<file path="config.mk">
export PLATFORM = sky130hd
export DESIGN_NAME = uart_rx
export DESIGN_NICKNAME = d
export VERILOG_FILES = /design/src/rtl/uart_rx.sv
export SDC_FILE = /design/constraint.sdc
export NUM_CORES = 1
export LEC_CHECK = 0
export ABC_AREA = 1
export BUFFER_PORTS_ARGS = -buffer_cell sky130_fd_sc_hd__buf_2
export CAP_MARGIN = 5
export CELL_PAD_IN_SITES_DETAIL_PLACEMENT = 0
export CELL_PAD_IN_SITES_GLOBAL_PLACEMENT = 1
export CORE_ASPECT_RATIO = 0.5
export CORE_UTILIZATION = 48
export DETAILED_ROUTE_END_ITERATION = 6
export PLACE_DENSITY_LB_ADDON = 0.1
export REMOVE_ABC_BUFFERS = 1
export SLEW_MARGIN = 20
export SYNTH_ARGS = -nofsm -noshare
export SYNTH_HDL_FRONTEND = slang
export SYNTH_SLANG_ARGS = --single-unit
</file>
<file path="constraint.sdc">
create_clock -name i_sys_clk -period 3.05 [get_ports i_sys_clk]
set_input_delay 0.61 -clock i_sys_clk [delete_from_list [all_inputs] [get_ports i_sys_clk]]
set_output_delay 0.61 -clock i_sys_clk [all_outputs]
set_load 0.005 [all_outputs]
</file>
<file path="src/rtl/uart_rx.sv">
// 8N1 UART receiver: two-flop line synchroniser, mid-bit sampling,
// false-start rejection and stop-bit framing check.
module uart_rx #(
  parameter int unsigned CLKS_PER_BIT = 434
) (
  input  logic       i_sys_clk,
  input  logic       i_rst,
  input  logic       i_Rx_Serial,
  output logic       o_Rx_DV,
  output logic [7:0] o_Rx_Byte,
  output logic       o_Rx_Frame_Err,
  output logic       o_Rx_Busy
);

  localparam logic [15:0] HALF = 16'((CLKS_PER_BIT - 1) / 2);
  localparam logic [15:0] LAST = 16'(CLKS_PER_BIT - 1);

  typedef enum logic [2:0] {
    IDLE,
    START,
    DATA,
    STOP,
    CLEANUP
  } state_e;

  state_e      state_q, state_d;
  logic [1:0]  sync_q;
  logic [15:0] cnt_q, cnt_d;
  logic [2:0]  idx_q, idx_d;
  logic [7:0]  shift_q, shift_d;
  logic [7:0]  byte_q, byte_d;
  logic        dv_q, dv_d;
  logic        fe_q, fe_d;
  logic        rx_s;

  assign rx_s = sync_q[1];

  always_ff @(posedge i_sys_clk or posedge i_rst) begin
    if (i_rst) begin
      sync_q  <= 2'b11;
      state_q <= IDLE;
      cnt_q   <= '0;
      idx_q   <= '0;
      shift_q <= '0;
      byte_q  <= '0;
      dv_q    <= 1'b0;
      fe_q    <= 1'b0;
    end else begin
      sync_q  <= {sync_q[0], i_Rx_Serial};
      state_q <= state_d;
      cnt_q   <= cnt_d;
      idx_q   <= idx_d;
      shift_q <= shift_d;
      byte_q  <= byte_d;
      dv_q    <= dv_d;
      fe_q    <= fe_d;
    end
  end

  always_comb begin
    state_d = state_q;
    cnt_d   = cnt_q;
    idx_d   = idx_q;
    shift_d = shift_q;
    byte_d  = byte_q;
    dv_d    = 1'b0;
    fe_d    = 1'b0;
    case (state_q)
      IDLE: begin
        cnt_d = '0;
        idx_d = '0;
        if (!rx_s) state_d = START;
      end
      START: begin
        if (cnt_q == HALF) state_d = rx_s ? IDLE : DATA;
        else cnt_d = cnt_q + 16'd1;
      end
      DATA: begin
        if (cnt_q == LAST) begin
          shift_d[idx_q] = rx_s;
          cnt_d = '0;
          if (idx_q == 3'd7) begin
            idx_d   = '0;
            state_d = STOP;
          end else begin
            idx_d = idx_q + 3'd1;
          end
        end else begin
          cnt_d = cnt_q + 16'd1;
        end
      end
      STOP: begin
        if (cnt_q == LAST) begin
          if (rx_s) begin
            dv_d   = 1'b1;
            byte_d = shift_q;
          end else begin
            fe_d = 1'b1;
          end
          state_d = CLEANUP;
        end else begin
          cnt_d = cnt_q + 16'd1;
        end
      end
      CLEANUP: begin
        // cnt 0 marks the first cycle here; a held-low line parks at cnt 1
        if (cnt_q == 16'd0) cnt_d = 16'd1;
        else if (rx_s) state_d = IDLE;
      end
      default: state_d = IDLE;
    endcase
    if (state_d != state_q) cnt_d = '0;
  end

  assign o_Rx_DV        = dv_q;
  assign o_Rx_Frame_Err = fe_q;
  assign o_Rx_Byte      = byte_q;
  assign o_Rx_Busy      = (state_q != IDLE);

endmodule

</file>
==> impl_metrics.sql, run 1 <==
INSERT INTO impl_metrics (metric_group, metric, value, unit) VALUES
('timing', 'maxSlewHeadroom', '63.39', '%'),
('place', 'dp.cells', '422', ''),
('synthesis', 'synth.yosys.warnings', '0', ''),
('cells_and_area', 'final-instance-count-excl-fill', '430', ''),
('timing', 'number_of_hold_violations_in_the_final_report', '0', ''),
('status', 'run_status', 'finished, final reports clean', ''),
('worst_setup_path', 'critical_path_peak_fanout', '16', ''),
('die', 'row_count', '18', ''),
('timing', 'layout_min_cycle_time', '2.007', 'ns'),
('timing', 'fmaxAchievable', '498.2', 'MHz'),
('cells_and_area', 'area_growth_syn_to_layout', '8.545', '%'),
('cells_and_area', 'num_antenna_cells', '0', ''),
('drt', 'wl_per_cell', '12.11', 'µm'),
('worst_setup_path', 'timing.critical_path.required', '3.23', 'ns'),
('power_and_ir_drop', 'leakagePower', '1.427', 'nW'),
('synthesis', 'synth_area', '2562', 'µm²'),
('timing', 'worst_slew_pin_slew', '0.5491', 'ns'),
('cells_and_area', 'post_route_cells_drive_above_1_share', '19.72', '%'),
('timing', 'setup_total_negative_slack', '0', 'ns'),
('clocking', 'cts_setup_buffers', '0', ''),
('clocking', 'holdBufCountCts', '0', ''),
('grt', 'grt_pass1_vias', '1998', ''),
('timing', 'fin_crit_sh', '65.81', '%'),
('worst_hold_path', 'hold_class', 'flip-flop to flip-flop', ''),
('synthesis', 'seq_area_frac_synth', '41.11', '%'),
('timing', 'fin_worst_skew', '0.005812', 'ns'),
('drt', 'drt-total-wl', '5208', 'µm'),
('die', 'coreArea', '5022', 'µm²'),
('grt', 'grt_pass1_wl', '8990', 'µm'),
('synthesis', 'synthesis.area_per_instance', '7.515', 'µm²'),
('worst_setup_path', 'crit_path_end_kind', 'flip-flop', ''),
('synthesis', 'ys_ff_latch', '42', ''),
('clocking', 'ctsHtreeMaxLevel', '2', ''),
('cells_and_area', 'layout.core_utilization', '55.38', '%'),
('grt', 'grt_antenna_before_repair', '0', ''),
('place', 'detailedPlacementHpwl', '3933', 'µm'),
('place', 'globalplace.congestion', '0.8565', ''),
('die', 'floorplan.die_area', '5653', 'µm²'),
('timing', 'rsz0062_at_grt', 'no', ''),
('die', 'floorplan.io_pins', '14', ''),
('clocking', 'tritoncts', 'done', ''),
('clocking', 'post_cts.resized_instances', '0', ''),
('worst_setup_path', 'cp_data_arrival_time', '2.18', 'ns'),
('die', 'fp.dieW', '105.3', 'µm'),
('worst_hold_path', 'number_of_cells_traversed_by_the_worst_hold_path', '0', ''),
('clocking', 'cts-root-buf', 'clkbuf_8', ''),
('clocking', 'cts_max_path_buffers', '2', ''),
('place', 'buffer_ports.inserted', '13', ''),
('grt', 'largest_net_degree_at_the_start_of_global_routing', '43', ''),
('worst_setup_path', 'reg2regPathDepth', '11', ''),
('job', 'drv_cap', '0', ''),
('timing', 'setup_viol', '0', ''),
('die', 'floorplan.die.height', '53.67', 'µm'),
('grt', 'gr-total-overflow', '0', ''),
('power_and_ir_drop', 'power.density', '367.1', 'nW/µm²'),
('drt', 'vias', '2061', ''),
('drt', 'drc', '0', ''),
('power_and_ir_drop', 'ir_drop_worst_case_vdd', '209.9', 'µV'),
('clocking', 'clkTransAtPathRegs', '0.08', 'ns'),
('synthesis', 'synthCells', '341', ''),
('drt', 'drt_iter0_drc', '95', ''),
('drt', 'first_pass_iters', '4', ''),
('cells_and_area', 'nets', '367', ''),
('clocking', 'number_of_clock_sinks', '42', ''),
('synthesis', 'synth.lib_cells_used.distinct', '29', ''),
('worst_setup_path', 'criticalPathCategory', 'flip-flop to flip-flop', ''),
('grt', 'track_usage', '20.62', '%'),
('clocking', 'cts_buffers', '5', ''),
('die', 'start_util', '51.02', '%'),
('worst_setup_path', 'worst-r2r-setup-slack', '1.04', 'ns'),
('drt', 'via_per_inst', '4.793', ''),
('worst_setup_path', 'crit_path_start_kind', 'flip-flop', ''),
('drt', 'drt_antenna_net_count', '0', ''),
('clocking', 'clk_latency', '0.29', 'ns'),
('timing', 'timing.final.max_slew_violations', '0', '');
## cell type report
cell class	count	area, µm²
fill	486	2241
multi-input combinational	255	1304
sequential	42	1054
inverter	41	153.9
tap	70	87.58
clock buffer	6	72.57
timing repair buffer	14	72.57
clock inverter	2	37.54
## critical path: stages, from the launching register on
cell	delay [ns]
dfrtp_1	0.43
inv_1	0.16
ha_1	0.20
nand3b_1	0.08
nor2_1	0.25
nand2_1	0.14
nand2_1	0.10
nand4_2	0.10
nand2_1	0.08
nand2_2	0.06
nand2_4	0.21
nor2_1	0.07
## stage by stage
stage               hold WS [ns]  cell area, µm²  power [mW]  setup WS (ns)
floorplan                 0.3452            2511      0.5811          1.430
global placement          0.3468            2671      0.5875          1.086
detailed placement        0.3482            2671      0.5881          1.062
CTS                       0.3617            2781       1.034          1.054
global route              0.3691            2781       1.057         0.8520
finish                    0.3603            2781       1.021          1.043
## sequential cells by signal (all words and copies together) (netlist names)
register        count
o_Rx_DV             1
state_q             3
sync_q              2
o_Rx_Frame_Err      1
o_Rx_Byte           8
idx_q               3
shift_q             8
cnt_q              16
## Yosys cell counts (all sizes together)
master | n | area, µm²
xnor2 | 1 | 8.760
ha | 5 | 62.56
o21ai | 12 | 60.06
nor3 | 3 | 15.01
xor2 | 6 | 52.55
a21boi | 1 | 11.26
nor2 | 80 | 380.4
dfrtp | 40 | 1001
dfstp | 2 | 52.55
inv | 41 | 153.9
a21oi | 19 | 110.1
nand3b | 1 | 7.510
nand3 | 19 | 112.6
and2 | 1 | 6.260
nand4 | 6 | 43.79
buf | 3 | 51.30
nand2 | 100 | 425.4
o211ai | 1 | 7.510
## report_power, final
group	internal, mW	switching, mW
Sequential	0.559	0.00136
Clock	0.244	0.201
Combinational	0.00229	0.0136
Total	0.805	0.216
## placed cells by master, fill, tap and decap left out, drive strengths merged
| cell | netlist | layout |
|---|---|---|
| a21boi | 1 | 1 |
| a21oi | 19 | 19 |
| and2 | 1 | 1 |
| buf | 3 | 14 |
| bufinv | 0 | 1 |
| clkbuf | 0 | 6 |
| clkinvlp | 0 | 1 |
| dfrtp | 40 | 40 |
| dfstp | 2 | 2 |
| ha | 5 | 5 |
| inv | 41 | 41 |
| nand2 | 100 | 100 |
| nand3 | 19 | 19 |
| nand3b | 1 | 1 |
| nand4 | 6 | 6 |
| nor2 | 80 | 80 |
| nor3 | 3 | 3 |
| o211ai | 1 | 1 |
| o21ai | 12 | 12 |
| xnor2 | 1 | 1 |
| xor2 | 6 | 6 |
## logic make-up (layout without fill, tap and decap cells)
| kind of cell | Yosys count | count (layout) | synth area share, % |
|---|---|---|---|
| DFF | 42 | 42 | 41.11 |
| and+or+nand+nor | 210 | 210 | 38.67 |
| buffers and inverters | 44 | 63 | 8.008 |
| AOI/OAI and AO/OA | 33 | 33 | 7.373 |
| xor gates and xnor gates | 7 | 7 | 2.393 |
| adders and majority gates | 5 | 5 | 2.441 |
## metal layers
metal	track usage [%]	wire (µm)	up-vias
met3	4.843	209	4
met5	0	0	-
met4	4.930	27	0
met2	35.75	2249	34
li1	-	-	1104
met1	26.77	2721	919
## worst paths after layout
kind | startpoint | to
setup reg to reg | cnt_q[0]$_DFFE_PP0P_ | cnt_q[2]$_DFFE_PP0P_
hold reg to reg | sync_q[0]$_DFF_PP1_ | sync_q[1]$_DFF_PP1_
max in group asynchronous | i_rst | sync_q[0]$_DFF_PP1_
min in group asynchronous | i_rst | o_Rx_Frame_Err$_DFF_PP0_
hold / removal | sync_q[0]$_DFF_PP1_ | sync_q[1]$_DFF_PP1_
setup / recovery | cnt_q[0]$_DFFE_PP0P_ | cnt_q[2]$_DFFE_PP0P_
Note: power is estimated with default switching activity, not from simulation.
==> run 2, diff against run 1 <==
--- a/config.mk
+++ b/config.mk
@@ -11,7 +11,7 @@
 export CELL_PAD_IN_SITES_DETAIL_PLACEMENT = 0
 export CELL_PAD_IN_SITES_GLOBAL_PLACEMENT = 1
 export CORE_ASPECT_RATIO = 0.5
-export CORE_UTILIZATION = 48
+export CORE_UTILIZATION = 45
 export DETAILED_ROUTE_END_ITERATION = 6
 export PLACE_DENSITY_LB_ADDON = 0.1
 export REMOVE_ABC_BUFFERS = 1
==> constraint.sdc (replaced) <==
create_clock -name i_sys_clk -period 1.9 [get_ports i_sys_clk]
set_input_delay 0.38 -clock i_sys_clk [delete_from_list [all_inputs] [get_ports i_sys_clk]]
set_output_delay 0.38 -clock i_sys_clk [all_outputs]
set_load 0.005 [all_outputs]
==> impl_metrics.sql, run 2 (synthesized netlist as in run 1, its figures left out) <==
INSERT INTO impl_metrics (metric_group, metric, value, unit) VALUES
('grt', 'most_crowded_layer_gr', 'met1', ''),
('power_and_ir_drop', 'share_comb_of_total_power', '1.4', '%'),
('die', 'floorplan.io_pins', '14', ''),
('cells_and_area', 'final_standard_cell_area_without_fillers', '2968', 'µm²'),
('cells_and_area', 'mostFrequentLayoutCell', 'nand2_1', ''),
('cells_and_area', 'top_register', 'cnt_q', ''),
('clocking', 'cts_buffers', '5', ''),
('timing', 'fin_worst_skew', '0.004796', 'ns'),
('drt', 'drc', '0', ''),
('die', 'floorplan.die.height', '55.36', 'µm'),
('die', 'start_util', '49.25', '%'),
('die', 'floorplan.die_area', '6018', 'µm²'),
('drt', 'drt-total-wl', '5621', 'µm'),
('grt', 'grt_use_met2', '29.93', '%'),
('grt', 'grt_pass1_vias', '2001', ''),
('cells_and_area', 'num_antenna_cells', '0', ''),
('timing', 'layout_min_cycle_time', '1.786', 'ns'),
('timing', 'fmaxAchievable', '559.9', 'MHz'),
('die', 'fp.dieW', '108.7', 'µm'),
('power_and_ir_drop', 'part_of_the_total_power_dissipated_in_the_clock_network', '48.2', '%'),
('worst_setup_path', 'crit_path_end_kind', 'primary output', ''),
('clocking', 'clk_latency', '0.29', 'ns'),
('drt', 'vias', '2168', ''),
('power_and_ir_drop', 'p_seq_share', '50.4', '%'),
('power_and_ir_drop', 'power.density', '602.2', 'nW/µm²'),
('timing', 'number_of_hold_violations_in_the_final_report', '0', ''),
('clocking', 'cts-root-buf', 'clkbuf_16', ''),
('drt', 'via_per_inst', '4.916', ''),
('worst_setup_path', 'crit_slowest_cell', 'dfrtp_1', ''),
('drt', 'drt_iter0_drc', '166', ''),
('clocking', 'ctsHtreeMaxLevel', '2', ''),
('job', 'drv_cap', '0', ''),
('cells_and_area', 'layout.core_utilization', '57.05', '%'),
('worst_hold_path', 'hold_class', 'primary input to flip-flop', ''),
('worst_setup_path', 'cp_slowest_stage_delay', '0.45', 'ns'),
('place', 'globalplace.congestion', '0.8476', ''),
('cells_and_area', 'layout_common_cells', 'nand2_1 (85), nor2_1 (54), dfrtp_1 (38)', ''),
('grt', 'use_met3', '6.375', '%'),
('worst_setup_path', 'critPathTopFamily', 'simple AND/OR/NAND/NOR gates', ''),
('clocking', 'cts_max_path_buffers', '2', ''),
('place', 'detailedPlacementHpwl', '4115', 'µm'),
('timing', 'setup_viol', '0', ''),
('worst_setup_path', 'critical_path.cell_chain', 'nor2_1, nand2_1, buf_2', ''),
('grt', 'grt_antenna_before_repair', '0', ''),
('clocking', 'holdBufCountCts', '0', ''),
('drt', 'wl_per_cell', '12.75', 'µm'),
('grt', 'met1_layer_usage_reported_by_global_route', '30.62', '%'),
('timing', 'maxSlewHeadroom', '64.10', '%'),
('cells_and_area', 'final-instance-count-excl-fill', '441', ''),
('die', 'coreArea', '5202', 'µm²'),
('drt', 'first_pass_iters', '4', ''),
('worst_setup_path', 'critical_path_peak_fanout', '5', ''),
('worst_setup_path', 'crit_path_start_kind', 'flip-flop', ''),
('power_and_ir_drop', 'power.share.switching', '22.31', '%'),
('clocking', 'tritoncts', 'done', ''),
('drt', 'drt_antenna_net_count', '0', ''),
('status', 'run_status', 'finished, final reports clean', ''),
('cells_and_area', 'post_route_cells_drive_above_1_share', '25.34', '%'),
('timing', 'fin_crit_sh', '94.00', '%'),
('worst_setup_path', 'criticalPathCategory', 'flip-flop to primary output', ''),
('grt', 'largest_net_degree_at_the_start_of_global_routing', '43', ''),
('power_and_ir_drop', 'ir_drop_worst_case_vdd', '505.0', 'µV'),
('grt', 'gr-total-overflow', '0', ''),
('worst_setup_path', 'cp_data_arrival_time', '1.41', 'ns'),
('worst_setup_path', 'timing.critical_path.required', '1.52', 'ns'),
('grt', 'grt_pass1_wl', '9591', 'µm'),
('power_and_ir_drop', 'intPower', '1.388', 'mW'),
('timing', 'worst_slew_pin_slew', '0.5385', 'ns'),
('cells_and_area', 'largest_register_ff_count', '16', ''),
('place', 'dp.cells', '429', ''),
('power_and_ir_drop', 'finalPower', '1.787', 'mW'),
('power_and_ir_drop', 'power.net_switching', '0.3987', 'mW'),
('clocking', 'number_of_clock_sinks', '42', ''),
('cells_and_area', 'nets', '378', ''),
('clocking', 'clkTransAtPathRegs', '0.06', 'ns'),
('die', 'row_count', '18', ''),
('cells_and_area', 'area_growth_syn_to_layout', '15.82', '%'),
('worst_setup_path', 'critPathBufInv', '1', ''),
('grt', 'track_usage', '21.19', '%'),
('place', 'postPlaceCellArea', '2736', 'µm²'),
('timing', 'timing.final.max_slew_violations', '0', ''),
('power_and_ir_drop', 'leakagePower', '1.509', 'nW'),
('place', 'buffer_ports.inserted', '13', '');
run 2: layer usage:
metal / routed length (µm) / share of wire, %
met3: 244 / 4.3
met2: 2433 / 43
met5: 0 / 0
met4: 68 / 1.2
met1: 2874 / 51
run 2: layout make-up:
type / instances / area, µm²
Clock buffer: 5 / 125.1
Clock inverter: 3 / 21.27
Fill cell: 487 / 2235
Inverter: 41 / 153.9
Multi-Input combinational cell: 255 / 1356
Sequential cell: 42 / 1056
Tap cell: 70 / 87.58
Timing Repair Buffer: 25 / 167.7
run 2: stage by stage:
step	hold WS (ns)	worst slack, ns	setup TNS [ns]
4_1_cts	0.1798	0.007356	0
5_1_grt	0.1677	-0.01088	-0.01088
3_3_place_gp	0.3457	0.1311	0
2_1_floorplan	0.3452	0.2799	0
6_report	0.1834	0.1139	0
3_5_place_dp	0.3509	0.01660	0
run 2: final timing paths:
check | from | to | slack (ns) | cells after the start
max | state_q[0]$_DFF_PP0_ | o_Rx_Busy | 0.11 | 3
max reg2reg | cnt_q[1]$_DFFE_PP0P_ | cnt_q[14]$_DFFE_PP0P_ | 0.12 | 11
min reg2reg | sync_q[0]$_DFF_PP1_ | sync_q[1]$_DFF_PP1_ | 0.36 | 0
min | i_Rx_Serial | sync_q[0]$_DFF_PP1_ | 0.18 | 1
max in group asynchronous | i_rst | cnt_q[6]$_DFFE_PP0P_ | 1.29 | 3
min in group asynchronous | i_rst | shift_q[0]$_DFFE_PP0P_ | 0.22 | 3
run 2: repair_timing:
action,in CTS,in global routing
endpoints found under the setup margin,0,23
buffers inserted,0,4
resized for setup,0,16
run 2: power groups by stage:
stage                     Clock [mW]  Combinational (mW)  Sequential, mW
after detailed placement           0              0.0273           0.917
final                          0.861              0.0252           0.900
after floorplan                    0              0.0167           0.916
after global routing           0.936              0.0310           0.900
after global placement             0              0.0266           0.917
after CTS                      0.881              0.0271           0.900
==> run 3, diff against run 2 <==
--- a/config.mk
+++ b/config.mk
@@ -14,6 +14,7 @@
 export CORE_UTILIZATION = 45
 export DETAILED_ROUTE_END_ITERATION = 6
 export PLACE_DENSITY_LB_ADDON = 0.1
+export RECOVER_POWER = 100
 export REMOVE_ABC_BUFFERS = 1
 export SLEW_MARGIN = 20
 export SYNTH_ARGS = -nofsm -noshare
==> impl_metrics.sql, run 3 (synthesized netlist as in run 1, its figures left out) <==
INSERT INTO impl_metrics (metric_group, metric, value, unit) VALUES
('drt', 'drt_iter0_drc', '148', ''),
('power_and_ir_drop', 'finalPower', '1.787', 'mW'),
('cells_and_area', 'layout.core_utilization', '56.64', '%'),
('clocking', 'clk_latency', '0.29', 'ns'),
('die', 'start_util', '49.25', '%'),
('cells_and_area', 'layout_common_cells', 'nand2_1 (85), nor2_1 (57), dfrtp_1 (38)', ''),
('grt', 'grt_pass1_wl', '9591', 'µm'),
('drt', 'drt_antenna_net_count', '0', ''),
('worst_setup_path', 'timing.critical_path.required', '1.52', 'ns'),
('cells_and_area', 'post_route_cells_drive_above_1_share', '22.64', '%'),
('cells_and_area', 'area_growth_syn_to_layout', '14.99', '%'),
('drt', 'vias', '2168', ''),
('power_and_ir_drop', 'ir_drop_worst_case_vdd', '505.1', 'µV'),
('timing', 'fin_worst_skew', '0.004901', 'ns'),
('cells_and_area', 'largest_register_ff_count', '16', ''),
('drt', 'wl_per_cell', '12.76', 'µm'),
('clocking', 'tritoncts', 'done', ''),
('timing', 'layout_min_cycle_time', '1.785', 'ns'),
('cells_and_area', 'final-instance-count-excl-fill', '441', ''),
('grt', 'largest_net_degree_at_the_start_of_global_routing', '43', ''),
('clocking', 'cts_buffers', '5', ''),
('timing', 'setup_viol', '0', ''),
('die', 'coreArea', '5202', 'µm²'),
('place', 'detailedPlacementHpwl', '4115', 'µm'),
('worst_setup_path', 'worst-r2r-setup-slack', '0.13', 'ns'),
('die', 'floorplan.die.height', '55.36', 'µm'),
('worst_setup_path', 'critical_path_peak_fanout', '5', ''),
('grt', 'gr-total-overflow', '0', ''),
('clocking', 'clkTransAtPathRegs', '0.06', 'ns'),
('die', 'row_count', '18', ''),
('grt', 'grt_antenna_before_repair', '0', ''),
('worst_setup_path', 'criticalPathCategory', 'flip-flop to primary output', ''),
('cells_and_area', 'num_antenna_cells', '0', ''),
('timing', 'fmaxAchievable', '560.1', 'MHz'),
('cells_and_area', 'top_register', 'cnt_q', ''),
('place', 'buffer_ports.inserted', '13', ''),
('worst_setup_path', 'crit_path_end_kind', 'primary output', ''),
('worst_setup_path', 'crit_path_start_kind', 'flip-flop', ''),
('power_and_ir_drop', 'leakagePower', '1.481', 'nW'),
('timing', 'final.setup.worst_slack', '0.1146', 'ns'),
('worst_setup_path', 'cp_data_arrival_time', '1.41', 'ns'),
('place', 'pre_cts_slack', '0.01660', 'ns'),
('clocking', 'cts_max_path_buffers', '2', ''),
('drt', 'drc', '0', ''),
('timing', 'fin_crit_sh', '93.97', '%'),
('cells_and_area', 'nets', '378', ''),
('timing', 'maxSlewHeadroom', '29.88', '%'),
('timing', 'worst_hold_slack', '0.1837', 'ns'),
('clocking', 'ctsHtreeMaxLevel', '2', ''),
('place', 'dp.cells', '429', ''),
('timing', 'worst_slew_pin_slew', '1.052', 'ns'),
('die', 'floorplan.io_pins', '14', ''),
('timing', 'timing.final.max_slew_violations', '0', ''),
('timing', 'setup_total_negative_slack', '0', 'ns'),
('job', 'drv_cap', '0', ''),
('cells_and_area', 'final_standard_cell_area_without_fillers', '2947', 'µm²'),
('place', 'globalplace.congestion', '0.8476', ''),
('status', 'run_status', 'finished, final reports clean', ''),
('drt', 'first_pass_iters', '5', ''),
('die', 'floorplan.die_area', '6018', 'µm²'),
('drt', 'drt-total-wl', '5628', 'µm'),
('timing', 'number_of_hold_violations_in_the_final_report', '0', ''),
('clocking', 'number_of_clock_sinks', '42', ''),
('clocking', 'cts-root-buf', 'clkbuf_16', ''),
('clocking', 'holdBufCountCts', '0', ''),
('place', 'postPlaceCellArea', '2736', 'µm²'),
('cells_and_area', 'mostFrequentLayoutCell', 'nand2_1', ''),
('drt', 'via_per_inst', '4.916', ''),
('worst_hold_path', 'hold_class', 'primary input to flip-flop', ''),
('power_and_ir_drop', 'power.density', '606.5', 'nW/µm²'),
('grt', 'track_usage', '21.19', '%'),
('die', 'fp.dieW', '108.7', 'µm'),
('grt', 'grt_pass1_vias', '2001', '');
## run 3: where the power goes
group	leakage, nW	switching [mW]	total, mW	internal, mW
Combinational	0.848	0.0215	0.0245	0.00295
Sequential	0.563	0.00228	0.900	0.898
Clock	0.0698	0.376	0.862	0.487
## run 3: final timing paths
path	startpoint	to	depth (start not counted)
max	state_q[0]$_DFF_PP0_	o_Rx_Busy	3
min	i_Rx_Serial	sync_q[0]$_DFF_PP1_	1
max reg2reg	cnt_q[1]$_DFFE_PP0P_	cnt_q[14]$_DFFE_PP0P_	11
min reg2reg	sync_q[0]$_DFF_PP1_	sync_q[1]$_DFF_PP1_	0
max in group asynchronous	i_rst	cnt_q[6]$_DFFE_PP0P_	3
min in group asynchronous	i_rst	o_Rx_DV$_DFF_PP0_	3
## run 3: cell type report
cell class                 count  area (µm²)
multi-input combinational    255        1349
clock inverter                 3       21.27
tap                           70       87.58
sequential                    42        1056
timing repair buffer          25       153.9
fill                         498        2256
clock buffer                   5       125.1
inverter                      41       153.9
## run 3: worst max-delay path: stages (launching register included)
cell	delay, ns
dfrtp_1	0.45
nor2_1	0.35
nand2_1	0.15
buf_2	0.16
## run 3: per-layer routing
layer,vias up,global-route usage (%),share of wire [%]
met5,-,0,0
met4,0,6.757,1.2
met3,7,6.375,4.9
met2,44,29.93,43
met1,998,30.62,51
li1,1119,-,-
## run 3: what timing repair did
item / in CTS / in global routing
setup buffers: 0 / 4
setup endpoints to repair: 0 / 23
resized for setup: 0 / 16
